`src/rtl/nn_train_sequencer_if.sv`:
```
// nn_train_sequencer_if: control/status bundle between the training sequencer
// (master) and the pattern/data block plus architecture side (slave).
// Carries the run request, the published sample/epoch counts, the result
// strobe from the architecture, the five phase strobes and the progress status.
interface nn_train_sequencer_if #(
    parameter int BITS = 16
) ();

    logic            GO;
    logic [BITS-1:0] TRAIN;
    logic [BITS-1:0] VALID;
    logic [BITS-1:0] EPOCH;
    logic            res_v;
    logic            res_err;
    logic            START;
    logic            TR;
    logic            VL;
    logic            SW;
    logic            END;
    logic            busy;
    logic [BITS-1:0] epoch_cnt;
    logic [BITS-1:0] val_err;
    logic            early_stop;

    modport master (
        input  GO, TRAIN, VALID, EPOCH, res_v, res_err,
        output START, TR, VL, SW, END, busy, epoch_cnt, val_err, early_stop
    );

    modport slave (
        output GO, TRAIN, VALID, EPOCH, res_v, res_err,
        input  START, TR, VL, SW, END, busy, epoch_cnt, val_err, early_stop
    );

endinterface

```
`src/rtl/nn_train_sequencer.sv`:
```
// nn_train_sequencer: steps the data block through training and validation
// samples, epoch by epoch, with single-cycle registered strobes
// (START, TR, VL, SW, END). Each sample occupies SAMPLE_CYC cycles; the
// strobe marks slot 0 of the sample. Validation errors reported by the
// architecture are counted (saturating) per epoch.
// Optional feature macro: NN_EARLY_STOP_EN -- ends the run after an epoch
// whose validation pass produced zero errors and reports it on early_stop.
module nn_train_sequencer #(
    parameter int BITS       = 16,
    parameter int SAMPLE_CYC = 4
) (
    input  logic                 clk,
    input  logic                 rst,
    nn_train_sequencer_if.master bus
);

    typedef enum logic [2:0] {
        IDLE  = 3'd0,
        STRT  = 3'd1,
        TRN   = 3'd2,
        VAL   = 3'd3,
        STORE = 3'd4,
        FIN   = 3'd5
    } state_t;

    localparam logic [7:0]      SLOT_LAST = 8'(SAMPLE_CYC - 1);
    localparam logic [BITS-1:0] CNT_ZERO  = {BITS{1'b0}};
    localparam logic [BITS-1:0] CNT_ONE   = BITS'(1);
    localparam logic [BITS-1:0] CNT_MAX   = {BITS{1'b1}};

    state_t          state_r;
    state_t          state_s;
    logic [7:0]      slot_r;
    logic [7:0]      slot_s;
    logic [BITS-1:0] samp_r;
    logic [BITS-1:0] samp_s;

    logic [BITS-1:0] train_r;
    logic [BITS-1:0] valid_r;
    logic [BITS-1:0] epoch_r;

    logic [BITS-1:0] epoch_cnt_r;
    logic [BITS-1:0] val_err_r;
    logic            early_stop_r;
    logic            es_hit_s;
    logic            es_take_s;

    logic            start_r;
    logic            tr_r;
    logic            vl_r;
    logic            sw_r;
    logic            end_r;
    logic            busy_r;

    // First sample phase of an epoch: training if any, else validation,
    // else straight to the weight store.
    function automatic state_t first_phase(input logic [BITS-1:0] t,
                                           input logic [BITS-1:0] v);
        state_t ph;
        if (t != CNT_ZERO) begin
            ph = TRN;
        end else if (v != CNT_ZERO) begin
            ph = VAL;
        end else begin
            ph = STORE;
        end
        return ph;
    endfunction

`ifdef NN_EARLY_STOP_EN
    assign es_hit_s = (valid_r != CNT_ZERO) && (val_err_r == CNT_ZERO);
`else
    assign es_hit_s = 1'b0;
`endif

    // Next-state, slot and sample counter logic of the run sequencer.
    always_comb begin
        state_s   = state_r;
        slot_s    = slot_r;
        samp_s    = samp_r;
        es_take_s = 1'b0;
        case (state_r)
            IDLE: begin
                slot_s = 8'd0;
                samp_s = CNT_ZERO;
                if (bus.GO) begin
                    state_s = STRT;
                end else begin
                    state_s = IDLE;
                end
            end
            STRT: begin
                if (epoch_r == CNT_ZERO) begin
                    state_s = FIN;
                end else begin
                    state_s = first_phase(train_r, valid_r);
                end
            end
            TRN: begin
                if (slot_r == SLOT_LAST) begin
                    slot_s = 8'd0;
                    if (samp_r == (train_r - CNT_ONE)) begin
                        samp_s = CNT_ZERO;
                        if (valid_r != CNT_ZERO) begin
                            state_s = VAL;
                        end else begin
                            state_s = STORE;
                        end
                    end else begin
                        samp_s = samp_r + CNT_ONE;
                    end
                end else begin
                    slot_s = slot_r + 8'd1;
                end
            end
            VAL: begin
                if (slot_r == SLOT_LAST) begin
                    slot_s = 8'd0;
                    if (samp_r == (valid_r - CNT_ONE)) begin
                        samp_s  = CNT_ZERO;
                        state_s = STORE;
                    end else begin
                        samp_s = samp_r + CNT_ONE;
                    end
                end else begin
                    slot_s = slot_r + 8'd1;
                end
            end
            STORE: begin
                // epoch_cnt_r already holds the incremented count here
                if (es_hit_s) begin
                    state_s   = FIN;
                    es_take_s = 1'b1;
                end else if (epoch_cnt_r == epoch_r) begin
                    state_s = FIN;
                end else begin
                    state_s = first_phase(train_r, valid_r);
                end
            end
            FIN: begin
                state_s = IDLE;
            end
            default: begin
                state_s = IDLE;
                slot_s  = 8'd0;
                samp_s  = CNT_ZERO;
            end
        endcase
    end

    // State, slot and sample counter registers.
    always_ff @(posedge clk) begin
        if (rst) begin
            state_r <= IDLE;
            slot_r  <= 8'd0;
            samp_r  <= CNT_ZERO;
        end else begin
            state_r <= state_s;
            slot_r  <= slot_s;
            samp_r  <= samp_s;
        end
    end

    // Run limits are captured when a run is accepted and held until IDLE.
    always_ff @(posedge clk) begin
        if (rst) begin
            train_r <= CNT_ZERO;
            valid_r <= CNT_ZERO;
            epoch_r <= CNT_ZERO;
        end else if ((state_r == IDLE) && bus.GO) begin
            train_r <= bus.TRAIN;
            valid_r <= bus.VALID;
            epoch_r <= bus.EPOCH;
        end else begin
            train_r <= train_r;
            valid_r <= valid_r;
            epoch_r <= epoch_r;
        end
    end

    // Completed-epoch counter: cleared entering START, bumped entering STORE.
    always_ff @(posedge clk) begin
        if (rst) begin
            epoch_cnt_r <= CNT_ZERO;
        end else if (state_s == STRT) begin
            epoch_cnt_r <= CNT_ZERO;
        end else if (state_s == STORE) begin
            epoch_cnt_r <= epoch_cnt_r + CNT_ONE;
        end else begin
            epoch_cnt_r <= epoch_cnt_r;
        end
    end

    // Validation error counter: cleared per run and per validation pass,
    // counts qualified errors only while validating, saturates at all-ones.
    always_ff @(posedge clk) begin
        if (rst) begin
            val_err_r <= CNT_ZERO;
        end else if (state_s == STRT) begin
            val_err_r <= CNT_ZERO;
        end else if ((state_r != VAL) && (state_s == VAL)) begin
            val_err_r <= CNT_ZERO;
        end else if ((state_r == VAL) && bus.res_v && bus.res_err &&
                     (val_err_r != CNT_MAX)) begin
            val_err_r <= val_err_r + CNT_ONE;
        end else begin
            val_err_r <= val_err_r;
        end
    end

    // Early-stop flag: set on the early exit from STORE, held until next run.
    always_ff @(posedge clk) begin
        if (rst) begin
            early_stop_r <= 1'b0;
        end else if (state_s == STRT) begin
            early_stop_r <= 1'b0;
        end else if (es_take_s) begin
            early_stop_r <= 1'b1;
        end else begin
            early_stop_r <= early_stop_r;
        end
    end

    // Strobes and busy are decoded from the next state so they are flop outputs.
    always_ff @(posedge clk) begin
        if (rst) begin
            start_r <= 1'b0;
            tr_r    <= 1'b0;
            vl_r    <= 1'b0;
            sw_r    <= 1'b0;
            end_r   <= 1'b0;
            busy_r  <= 1'b0;
        end else begin
            start_r <= (state_s == STRT);
            tr_r    <= (state_s == TRN) && (slot_s == 8'd0);
            vl_r    <= (state_s == VAL) && (slot_s == 8'd0);
            sw_r    <= (state_s == STORE);
            end_r   <= (state_s == FIN);
            busy_r  <= (state_s != IDLE);
        end
    end

    assign bus.START      = start_r;
    assign bus.TR         = tr_r;
    assign bus.VL         = vl_r;
    assign bus.SW         = sw_r;
    assign bus.END        = end_r;
    assign bus.busy       = busy_r;
    assign bus.epoch_cnt  = epoch_cnt_r;
    assign bus.val_err    = val_err_r;
    assign bus.early_stop = early_stop_r;

endmodule

```
`src/flat_wrapper.sv`:
```
// flat-port wrapper written by rule: the top's interface ports become plain ports
module nn_train_sequencer_flat 
#(
    parameter int BITS       = 16,
    parameter int SAMPLE_CYC = 4
)
  (clk, rst, bus_GO, bus_TRAIN, bus_VALID, bus_EPOCH, bus_res_v, bus_res_err, bus_START, bus_TR, bus_VL, bus_SW, bus_END, bus_busy, bus_epoch_cnt, bus_val_err, bus_early_stop);
  nn_train_sequencer_if #(.BITS(BITS)) bus_i ();
  input  logic clk;
  input  logic rst;
  input wire logic [$bits(bus_i.GO)-1:0] bus_GO;
  input wire logic [$bits(bus_i.TRAIN)-1:0] bus_TRAIN;
  input wire logic [$bits(bus_i.VALID)-1:0] bus_VALID;
  input wire logic [$bits(bus_i.EPOCH)-1:0] bus_EPOCH;
  input wire logic [$bits(bus_i.res_v)-1:0] bus_res_v;
  input wire logic [$bits(bus_i.res_err)-1:0] bus_res_err;
  output wire logic [$bits(bus_i.START)-1:0] bus_START;
  output wire logic [$bits(bus_i.TR)-1:0] bus_TR;
  output wire logic [$bits(bus_i.VL)-1:0] bus_VL;
  output wire logic [$bits(bus_i.SW)-1:0] bus_SW;
  output wire logic [$bits(bus_i.END)-1:0] bus_END;
  output wire logic [$bits(bus_i.busy)-1:0] bus_busy;
  output wire logic [$bits(bus_i.epoch_cnt)-1:0] bus_epoch_cnt;
  output wire logic [$bits(bus_i.val_err)-1:0] bus_val_err;
  output wire logic [$bits(bus_i.early_stop)-1:0] bus_early_stop;
  assign bus_i.GO = bus_GO;
  assign bus_i.TRAIN = bus_TRAIN;
  assign bus_i.VALID = bus_VALID;
  assign bus_i.EPOCH = bus_EPOCH;
  assign bus_i.res_v = bus_res_v;
  assign bus_i.res_err = bus_res_err;
  assign bus_START = bus_i.START;
  assign bus_TR = bus_i.TR;
  assign bus_VL = bus_i.VL;
  assign bus_SW = bus_i.SW;
  assign bus_END = bus_i.END;
  assign bus_busy = bus_i.busy;
  assign bus_epoch_cnt = bus_i.epoch_cnt;
  assign bus_val_err = bus_i.val_err;
  assign bus_early_stop = bus_i.early_stop;
  nn_train_sequencer #(.BITS(BITS), .SAMPLE_CYC(SAMPLE_CYC)) u_core (.clk(clk), .rst(rst), .bus(bus_i));
endmodule
```
`config.mk`:
```
export PLATFORM = sky130hd
export DESIGN_NAME = nn_train_sequencer_flat
export DESIGN_NICKNAME = d
export VERILOG_FILES = /design/src/rtl/nn_train_sequencer_if.sv /design/src/rtl/nn_train_sequencer.sv /design/src/flat_wrapper.sv
export SDC_FILE = /design/constraint.sdc
export NUM_CORES = 1
export LEC_CHECK = 0
export CORE_MARGIN = 2
export CORE_UTILIZATION = 55
export DETAILED_ROUTE_END_ITERATION = 8
export MAX_ROUTING_LAYER = met4
export PLACE_DENSITY = 0.89
export SYNTH_ARGS = -nofsm -noshare
export SYNTH_HDL_FRONTEND = slang
export SYNTH_SLANG_ARGS = --single-unit
```
`constraint.sdc`:
```
create_clock -name clk -period 4.18 [get_ports clk]
set_input_delay 0.836 -clock clk [delete_from_list [all_inputs] [get_ports clk]]
set_output_delay 0.836 -clock clk [all_outputs]
set_load 0.02 [all_outputs]
```
==> key figures, run 1 <==
Power and ir drop
  • Max rail drop VDD: about 0.00026 V
  • Leak: 0.002836 µW
  • Power Total: 3626 µW
  • Power per standard cell area: 461.3 nW/µm²

Status
  • Status: finished, final reports clean

GRT
  • Number of global-route vias before repair: 6097
  • Initial antenna violation count: 0
  • Met2 usage: 47.15%
  • Met1 usage: 35.61%
  • GRT Max-Usage Layer: met2
  • Grt ovf: 0
  • First-pass GRT wire length: around 29 mm
  • Met3 usage: 5.522%
  • Pin count of the biggest net entering global routing: 53
  • Tot GR Track Use: approximately 29%

Synthesis
  • Net Count, Synth: 882
  • Number of synthesized register bits: around 110
  • Post-Syn Area: 6332 µm²
  • Yosys cell types: 70
  • Cells after synthesis: 823
  • Syn_area_per_cell: 7.694 µm²
  • Number of synthesized flops with an enable pin: 0
  • Post-synth top flop: dfxtp_1
  • Sequential area share after synthesis: 35.72%
  • Asr flop ratio synth: 0%
  • Syn. warnings: 0

Clocking
  • CTS Hold Bufs: 0
  • Bufs on Longest Clock Path: 2
  • CTS tree: yes
  • Total CTS buffers: 17
  • # clock sinks: 113
  • Htree depth: 4
  • CTS root buf: clkbuf_16
  • Worst-Skew Late Latency: 0.42 ns
  • Post CTS Setup Buffer Count: 0
  • Post-CTS sizing: 0
  • Clock transition at path regs: around 0.06 ns

Placement
  • Routability cong.: around 0.94
  • Post-DP HPWL: about 12 mm
  • Placed cell count: 1015
  • Port-buffer cells: 90
  • Dpl cell area: 7263 µm²
  • Worst slack, placed: 0.7802 ns

Routing
  • Vias: between 6000 and 7000
  • WL/cell: about 17 µm
  • Drt total wl: between 15 and 20 mm
  • DRC viols: 0
  • ANT nets after route: 0
  • Iteration-0 DRC Markers: 524
  • First-pass DRT Iterations: 5
  • Vias per cell: roughly 6.0

STA
  • Setup TNS: 0 ns
  • Final critical-path share of the clock period: between 80 and 90%
  • Unrepaired setup endpoints after global routing: false
  • Final Skew: 0.006358 ns
  • Final Hold Vio Count: 0
  • Setup ws final: around 0.65 ns
  • Fmax: 0.2832 GHz
  • Worst slew pin tran: 0.9282 ns
  • Crit path time final: 3.531 ns
  • Worst slew margin: 37.55%
  • Final Slew Violations: 0
  • Final setup violation count: 0

Die
  • Die area: 12390 µm²
  • Core area: between 10000 and 15000 µm²
  • IO Count: 92
  • # rows: 39
  • Die height: 111.3 µm
  • Initial Utilization: 55.94%
  • DIE WIDTH: 111.3 µm

Worst setup path
  • Critical path class: reg -> reg
  • CP Depth: 11
  • CP max-delay cell: a311oi_1
  • Critical path fanouts, max: 15
  • R2R cell count: 11
  • CP peak stage delay: around 0.50 ns
  • Crit path buf inv count: 1
  • CP Cell Sequence: inv_1 > ha_1 > nor4bb_1 > o211ai_1 > a311oi_1 > nand3_1 > nor4_1 > nor2_1 > nor2b_1 > and4_1 > mux2i_1
  • Worst path required time: 4.53 ns
  • Setup crit end kind: flip-flop
  • CP startpoint kind: flip-flop
  • Top Family by Delay on Critical Path: simple AND/OR/NAND/NOR gates
  • CP arrival: just under 4 ns

Run
  • Maxcap violations: 0

Min path
  • HP Class: reg -> reg
  • Hold path depth: 2

Finish
  • Diodes inserted: 0
  • Filler cells: 876
  • Layout cells sized above 1: 6.084%
  • Design Area, Final: between 7000 and 8000 µm²
  • Syn-to-layout area delta: 24.15%
  • Multi-input logic area: 3817 µm²
  • Register area: 2262 µm²
  • Nets: 950
  • Non-filler cells, final: 1047
==> logic make-up after synthesis <==
group	count (synthesis)	synth area share, %
adder cells (fa/ha/maj)	6	1.186
other	1	0.05922
XOR/XNOR	79	11.38
AND/OR/NAND/NOR	390	30.75
flip-flops	113	35.72
multiplexers	6	0.9682
AO/OA/AOI/OAI	165	15.85
buffers and inverters	63	4.090
==> layout by cell type, fill, tap and decap left out, types with 14 or more instances in the layout <==
cell and count:
a21oi_1 81, nand2_1 132, nor3_1 19, or4_1 15, or3_1 14, nor2_1 80, clkbuf_16 17, o21ai_0 24
nand4_1 23, inv_1 15, clkdlybuf4s50_1 89, nor4_1 18, nand3_1 23, dfxtp_1 113, xor2_1 40, xnor2_1 37
==> registers in the layout, indices dropped and copies added, names as in the netlist <==
register	count
u_core.slot_r	8
u_core.bus.VL	1
u_core.bus.SW	1
u_core.bus.END	1
u_core.epoch_r	16
u_core.train_r	16
u_core.valid_r	16
u_core.state_r	3
u_core.samp_r	16
u_core.bus.START	1
u_core.bus.epoch_cnt	16
u_core.bus.TR	1
u_core.bus.busy	1
u_core.bus.val_err	16
==> per-stage QoR <==
stage | hold WS, ns | util, %
after global placement | 0.4694 | 64.16
after CTS | 0.4887 | 69.44
after floorplan | 0.4575 | -
after detailed placement | 0.4801 | 64.16
final | 0.4871 | 69.44
after global routing | 0.5065 | 69.44
==> cell type report <==
cell class / instances / share of cell area, %
clock buffers: 17 / 5.411
flip-flops and latches: 113 / 28.78
inverters: 15 / 0.7162
clock inverters: 15 / 2.196
multi-input cells: 647 / 48.56
well taps: 143 / 2.276
repair buffers: 97 / 12.06
==> metal layers <==
layer	routed length [µm]	part of all wire, %	vias up
met5	0	0	-
met2	8248	48	284
met1	7199	41	2935
li1	-	-	3052
met4	562	3.2	0
met3	1338	7.7	56
==> where the power goes <==
part           switching (µW)  internal [µW]
combinational             529            353
sequential                113           1150
clock                     582            897
==> worst register-to-register path: stages, from the launching register on <==
cell,delay (ns)
dfxtp_1,0.39
inv_1,0.09
ha_1,0.45
nor4bb_1,0.35
o211ai_1,0.12
a311oi_1,0.50
nand3_1,0.14
nor4_1,0.37
nor2_1,0.08
nor2b_1,0.49
and4_1,0.30
mux2i_1,0.17
==> synth_stat cells (3+ instances only) <==
| cell | count | area [µm²] |
|---|---|---|
| nand2_1 | 132 | 495.5 |
| dfxtp_1 | 113 | 2262 |
| a21oi_1 | 81 | 405.4 |
| nor2_1 | 80 | 300.3 |
| xor2_1 | 40 | 350.3 |
| clkbuf_1 | 37 | 138.9 |
| xnor2_1 | 37 | 324.1 |
| o21ai_0 | 24 | 120.1 |
| nand3_1 | 23 | 115.1 |
| nand4_1 | 23 | 143.9 |
| nor3_1 | 19 | 95.09 |
| nor4_1 | 18 | 112.6 |
| inv_1 | 15 | 56.30 |
| or4_1 | 15 | 112.6 |
| or3_1 | 14 | 87.58 |
| and3_1 | 12 | 75.07 |
| o211ai_1 | 9 | 67.56 |
| o31ai_1 | 9 | 67.56 |
| nor2b_1 | 8 | 50.05 |
| nand2b_1 | 7 | 43.79 |
| and2_1 | 6 | 37.54 |
| and4_1 | 6 | 52.55 |
| ha_1 | 6 | 75.07 |
| nand3b_1 | 6 | 45.04 |
| a31oi_1 | 5 | 31.28 |
| buf_1 | 5 | 18.77 |
| mux2i_1 | 5 | 50.05 |
| nor3b_1 | 4 | 30.03 |
| o22ai_1 | 4 | 25.02 |
| a211oi_1 | 3 | 22.52 |
| buf_2 | 3 | 15.01 |
| nand4b_1 | 3 | 26.28 |
| o21a_1 | 3 | 22.52 |
| or2_2 | 3 | 18.77 |
==> final timing paths <==
path,start,slack (ns),to
min reg2reg,u_core.epoch_r[11]$_SDFFE_PP0P_,0.49,u_core.epoch_r[11]$_SDFFE_PP0P_
max,u_core.valid_r[0]$_SDFFE_PP0P_,0.65,u_core.bus.epoch_cnt[11]$_SDFFE_PP0P_
max reg2reg,u_core.valid_r[0]$_SDFFE_PP0P_,0.65,u_core.bus.epoch_cnt[11]$_SDFFE_PP0P_
min,u_core.epoch_r[11]$_SDFFE_PP0P_,0.49,u_core.epoch_r[11]$_SDFFE_PP0P_
(Power assumes the default switching activity.)
==> inputs of run 2 (changes only) <==
==> constraint.sdc (replaced) <==
create_clock -name clk -period 3.6 [get_ports clk]
set_input_delay 0.72 -clock clk [delete_from_list [all_inputs] [get_ports clk]]
set_output_delay 0.72 -clock clk [all_outputs]
set_load 0.02 [all_outputs]
==> run 2 against run 1 <==
  * Count of clock-buffer cells in the layout up 2
  * Power up 16%
  * Core utilization up 0.86 points
  * Die area unchanged
  * Global-route usage up 1.1 points
  * Maximum frequency up 2.1%
  * Final cell count up 1.3%
  * Hold slack about the same
  * Clock power up 11%
  * Critical path type unchanged
  * Largest cell class unchanged
  * Largest power group unchanged
==> key figures, run 2 (synthesized netlist as in run 1, its figures left out) <==
Min path
  • Min-Delay Startpoint: u_core.valid_r[12]$_SDFFE_PP0P_ (was u_core.epoch_r[11]$_SDFFE_PP0P_)
  • HP Class: reg -> reg (unchanged)

STA
  • Final Skew: 0.007543 ns (was 0.006358 ns)
  • Crit path time final: 3.457 ns (was 3.531 ns)
  • Worst slew margin: 45.64% (was 37.55%)
  • Final Hold Vio Count: 0 (unchanged)
  • Unrepaired setup endpoints after global routing: false (unchanged)
  • Final Slew Violations: 0 (unchanged)
  • Setup TNS: 0 ns (unchanged)
  • Worst slew pin tran: 0.8145 ns (was 0.9282 ns)
  • WHS: 0.4869 ns (was 0.4871 ns)
  • Final setup violation count: 0 (unchanged)
  • Final critical-path share of the clock period: 96.04% (was 84.48%)
  • Fmax: 0.2892 GHz (was 0.2832 GHz)

Routing
  • First-pass DRT Iterations: 5 (unchanged)
  • WL/cell: 16.89 µm (was 16.57 µm)
  • Vias: 6511 (was 6327)
  • DRC viols: 0 (unchanged)
  • Iteration-0 DRC Markers: 604 (was 524)
  • ANT nets after route: 0 (unchanged)
  • Vias per cell: 6.137 (was 6.043)
  • Drt total wl: 17.92 mm (was 17.35 mm)

GRT
  • Grt ovf: 0 (unchanged)
  • Initial antenna violation count: 0 (unchanged)
  • Number of global-route vias before repair: 6240 (was 6097)
  • First-pass GRT wire length: 29.78 mm (was 28.86 mm)
  • GRT Max-Usage Layer: met2 (unchanged)
  • Met3 usage: 6.342% (was 5.522%)
  • Pin count of the biggest net entering global routing: 52 (was 53)
  • Tot GR Track Use: 30.06% (was 29.00%)
  • Met1 usage: 36.43% (was 35.61%)
  • Met2 usage: 48.09% (was 47.15%)

Clocking
  • CTS Hold Bufs: 0 (unchanged)
  • CTS root buf: clkbuf_16 (unchanged)
  • # clock sinks: 113 (unchanged)
  • Total CTS buffers: 17 (unchanged)
  • Clock transition at path regs: 0.06 ns (about the same)
  • Htree depth: 4 (unchanged)
  • Worst-Skew Late Latency: 0.42 ns (about the same)
  • CTS tree: yes (unchanged)
  • Post CTS Setup Buffer Count: 0 (unchanged)
  • Bufs on Longest Clock Path: 2 (unchanged)

Die
  • Die area: 12390 µm² (unchanged)
  • Die height: 111.3 µm (unchanged)
  • Initial Utilization: 55.94% (unchanged)
  • IO Count: 92 (unchanged)
  • # rows: 39 (unchanged)
  • Core area: 11320 µm² (unchanged)
  • DIE WIDTH: 111.3 µm (unchanged)

Finish
  • Commonest non-fill, non-tap cells in the layout: nand2_1, dfxtp_1, clkdlybuf4s50_1 (unchanged)
  • Design Area, Final: 7959 µm² (was 7861 µm²)
  • Layout cells sized above 1: 7.843% (was 6.084%)
  • Most common cell after layout, fill and taps aside: nand2_1 (unchanged)
  • Nets: 964 (was 950)
  • Diodes inserted: 0 (unchanged)
  • Syn-to-layout area delta: 25.69% (was 24.15%)

Power and ir drop
  • Power per standard cell area: 526.9 nW/µm² (was 461.3 nW/µm²)
  • Max rail drop VDD: 0.0003822 V (was 0.0002628 V)
  • Leak: 0.002897 µW (was 0.002836 µW)

Status
  • Status: finished, final reports clean (unchanged)

Worst setup path
  • CP arrival: 3.80 ns (was 3.88 ns)
  • CP Launch Point: u_core.valid_r[3]$_SDFFE_PP0P_ (was u_core.valid_r[0]$_SDFFE_PP0P_)
  • Setup crit end kind: flip-flop (unchanged)
  • Critical path class: reg -> reg (unchanged)
  • FF-to-FF Start: u_core.valid_r[3]$_SDFFE_PP0P_ (was u_core.valid_r[0]$_SDFFE_PP0P_)
  • Worst path required time: 3.94 ns (was 4.53 ns)
  • CP startpoint kind: flip-flop (unchanged)
  • Critical path fanouts, max: 28 (was 15)

Placement
  • Post-DP HPWL: 12.18 mm (was 11.68 mm)
  • Port-buffer cells: 90 (unchanged)
  • Dpl cell area: 7368 µm² (was 7263 µm²)
  • Routability cong.: 0.9304 (was 0.9369)

Run
  • Maxcap violations: 0 (unchanged)
-- run 2: changes by cell type in the layout (fill, tap and decap cells not counted), sizes merged --
cell,delta
inv,-4
bufinv,-1
buf,+14
clkinv,+2
clkinvlp,+1
clkbuf,+2
-- run 2: final cells by class --
| class | count | area (µm²) |
|---|---|---|
| Multi-Input combinational cell | 647 | 3827 |
| Clock buffer | 19 | 452.9 |
| Fill cell | 868 | 3362 |
| Timing Repair Buffer | 111 | 1054 |
| Inverter | 15 | 56.30 |
| Clock inverter | 13 | 127.6 |
| Tap cell | 143 | 178.9 |
| Sequential cell | 113 | 2262 |
-- run 2: through the flow --
| step | instances | total power, µW | setup WS, ns | util, % |
|---|---|---|---|---|
| 2_1_floorplan | 823 | 2194 | 0.5442 | - |
| 3_3_place_gp | 1029 | 2516 | 0.1578 | 65.09 |
| 3_5_place_dp | 1029 | 2541 | -0.01334 | 65.09 |
| 4_1_cts | 1061 | 4178 | 0.1757 | 70.25 |
| 5_1_grt | 1061 | 4381 | 0.009303 | 70.30 |
| 6_report | 1061 | 4194 | 0.1427 | 70.30 |
-- run 2: worst paths after layout --
check	endpoint	slack, ns	cells after the start
worst max register to register	u_core.bus.epoch_cnt[15]$_SDFFE_PP0P_	0.14	9
worst max-delay path	u_core.bus.epoch_cnt[15]$_SDFFE_PP0P_	0.14	9
worst min register to register	u_core.valid_r[12]$_SDFFE_PP0P_	0.49	2
worst min-delay path	u_core.valid_r[12]$_SDFFE_PP0P_	0.49	2
-- run 2: timing repair --
action	in CTS	in global routing
pin swaps	0	0
gates cloned	0	0
endpoints found under the setup margin	12	8
resized for setup	1	2
-- run 2: routing by layer --
layer,routed length [µm],share of wire [%]
met5,0,0
met4,680,3.8
met3,1414,7.9
met2,8469,47
met1,7360,41
-- run 2: report_power, final --
part	total (µW)	switching, µW	internal [µW]
Combinational	1100	641	457
Clock	1640	641	997
Sequential	1460	121	1340
-- run 2: critical path: stages, from the launching register on --
cell and delay, ns:
dfxtp_1 0.39, or4_1 0.67, or4_4 0.53, a21oi_2 0.14, o211ai_2 0.15, nor4_1 0.47
o21ai_1 0.10, buf_4 0.23, or4_1 0.52, a21oi_1 0.16
==> RTL edit: new RTL, settings of run 2 <==
`BITS` is set to 16 in 3 places; all go to 32.
--- a/src/rtl/nn_train_sequencer_if.sv
+++ b/src/rtl/nn_train_sequencer_if.sv
@@ -3,7 +3,7 @@
 // Carries the run request, the published sample/epoch counts, the result
 // strobe from the architecture, the five phase strobes and the progress status.
 interface nn_train_sequencer_if #(
-    parameter int BITS = 16
+    parameter int BITS = 32
 ) ();
 
     logic            GO;
--- a/src/rtl/nn_train_sequencer.sv
+++ b/src/rtl/nn_train_sequencer.sv
@@ -6,7 +6,7 @@
 // Optional feature macro: NN_EARLY_STOP_EN -- ends the run after an epoch
 // whose validation pass produced zero errors and reports it on early_stop.
 module nn_train_sequencer #(
-    parameter int BITS       = 16,
+    parameter int BITS       = 32,
     parameter int SAMPLE_CYC = 4
 ) (
     input  logic                 clk,
--- a/src/flat_wrapper.sv
+++ b/src/flat_wrapper.sv
@@ -1,7 +1,7 @@
 // flat-port wrapper written by rule: the top's interface ports become plain ports
 module nn_train_sequencer_flat 
 #(
-    parameter int BITS       = 16,
+    parameter int BITS       = 32,
     parameter int SAMPLE_CYC = 4
 )
   (clk, rst, bus_GO, bus_TRAIN, bus_VALID, bus_EPOCH, bus_res_v, bus_res_err, bus_START, bus_TR, bus_VL, bus_SW, bus_END, bus_busy, bus_epoch_cnt, bus_val_err, bus_early_stop);
Ports: changed (5 resized); port bits go from 92 to 172. No check against the original RTL was run, so the function may have changed too.
==> RTL edit against run 2 <==
The flow now finishes with violations (negative setup slack); final cell count is 94% higher; area after synthesis is 85% higher; utilization increased by 5.1 points; largest cell class unchanged; worst hold slack about the same; power grew 79%; worst setup slack got worse by 330 ps; wire length is 110% higher; synthesized cell count grew 85%; critical path depth grew 5; clock power is 51% higher; final area up 98%; sequential cell count increased by 96.
==> RTL edit: results (changes against run 2) <==
{| class="wikitable"
! Metric !! Value
|-
| Internal portion of total power || 5.01 mW (+80%)
|-
| Pin count of the biggest net entering global routing || 66 (+27%)
|-
| Power consumed by the clock network || 2.48 mW (+51%)
|-
| Fraction of layout instances using a drive strength above 1 || 16.7% (+8.9 points)
|-
| Share of synthesized area occupied by flip-flops and latches || 35.7% (about the same)
|-
| Wirelength per Cell || 18.5 um (+9.4%)
|-
| Avg Synthesized Cell Area || 7.68 um2 (-0.21%)
|-
| Placed inst area || 14400 um2 (+95%)
|-
| Final setup fails || 53 (+53)
|-
| M1 wire length || 14600 um (+98%)
|-
| Maximum root-to-sink buffer count || 3 (+1)
|-
| Half-perimeter wire length after placement || 26400 um (+120%)
|-
| Failing checks || negative setup slack
|-
| Total negative slack for setup checks || -3860 ps (-3860 ps)
|-
| Largest fanout on the critical path || 12 (-57%)
|-
| Area occupied by registers || 4190 um2 (+85%)
|-
| Leakage Power || 5.63 nW (+94%)
|-
| M1 GR Usage || 38.1% (+1.6 points)
|-
| Power consumed by sequential cells || 2.61 mW (+79%)
|-
| Number of CTS-inserted buffers || 23 (+6)
|-
| Run status || finished with violations
|-
| Cells taking the most area after synthesis || sky130_fd_sc_hd__dfxtp_1, sky130_fd_sc_hd__nand2_1, sky130_fd_sc_hd__xnor2_1
|-
| Slew HR || 46.5% (+0.86 points)
|-
| Global-route wire length before repair || 56900 um (+91%)
|-
| Power consumption || 7.50 mW (+79%)
|-
| Worst setup margin || -184 ps (-327 ps)
|-
| Via count of the first global-routing pass || 11600 (+85%)
|-
| Number of fill cells || 1439 (+66%)
|-
| Signal arrival time at the worst endpoint || 4180 ps (+380 ps)
|}
-- RTL edit: layout make-up --
class,instances,share of cell area [%]
multi-input combinational,1192,47.1
sequential,209,26.5
timing repair buffer,307,18.3
clock buffer,30,4.25
tap,275,2.18
clock inverter,11,0.824
inverter,34,0.808
-- RTL edit: logic make-up after synthesis --
group	Yosys count	synth area share [%]
xor+xnor	169	12.6
mux	7	0.619
simple gates	741	32.0
compound gates	267	14.0
flops	209	35.7
fa+ha+maj	7	0.748
other cells	1	0.0320
buf+inv	125	4.24
-- RTL edit: critical path, cell delays in order, from the launching register on --
cell and delay, ps:
sky130_fd_sc_hd__dfxtp_2 350, sky130_fd_sc_hd__buf_6 120, sky130_fd_sc_hd__or4_4 560, sky130_fd_sc_hd__buf_4 180, sky130_fd_sc_hd__nor4_2 280, sky130_fd_sc_hd__a31oi_1 70, sky130_fd_sc_hd__or4_1 410, sky130_fd_sc_hd__a22oi_1 180
sky130_fd_sc_hd__nand4_2 150, sky130_fd_sc_hd__o31ai_4 390, sky130_fd_sc_hd__o21bai_4 120, sky130_fd_sc_hd__buf_6 140, sky130_fd_sc_hd__clkbuf_16 160, sky130_fd_sc_hd__o31ai_1 420, sky130_fd_sc_hd__a21oi_2 110
-- RTL edit: path summary, 6_finish.rpt --
check,startpoint,endpoint,slack (ps),cells past startpoint
max,u_core.valid_r[0],u_core.bus.epoch_cnt[13],-180,14
min,u_core.epoch_r[29],u_core.epoch_r[29],490,2
max reg2reg,u_core.valid_r[0],u_core.bus.epoch_cnt[13],-180,14
min reg2reg,u_core.epoch_r[29],u_core.epoch_r[29],490,2
-- RTL edit: repair_timing --
item	CTS	global route
hold endpoints to repair	0	0
gates cloned	0	6
setup buffers	1	7
endpoints found under the setup margin	59	97
pin swaps	6	21
resized for setup	16	89
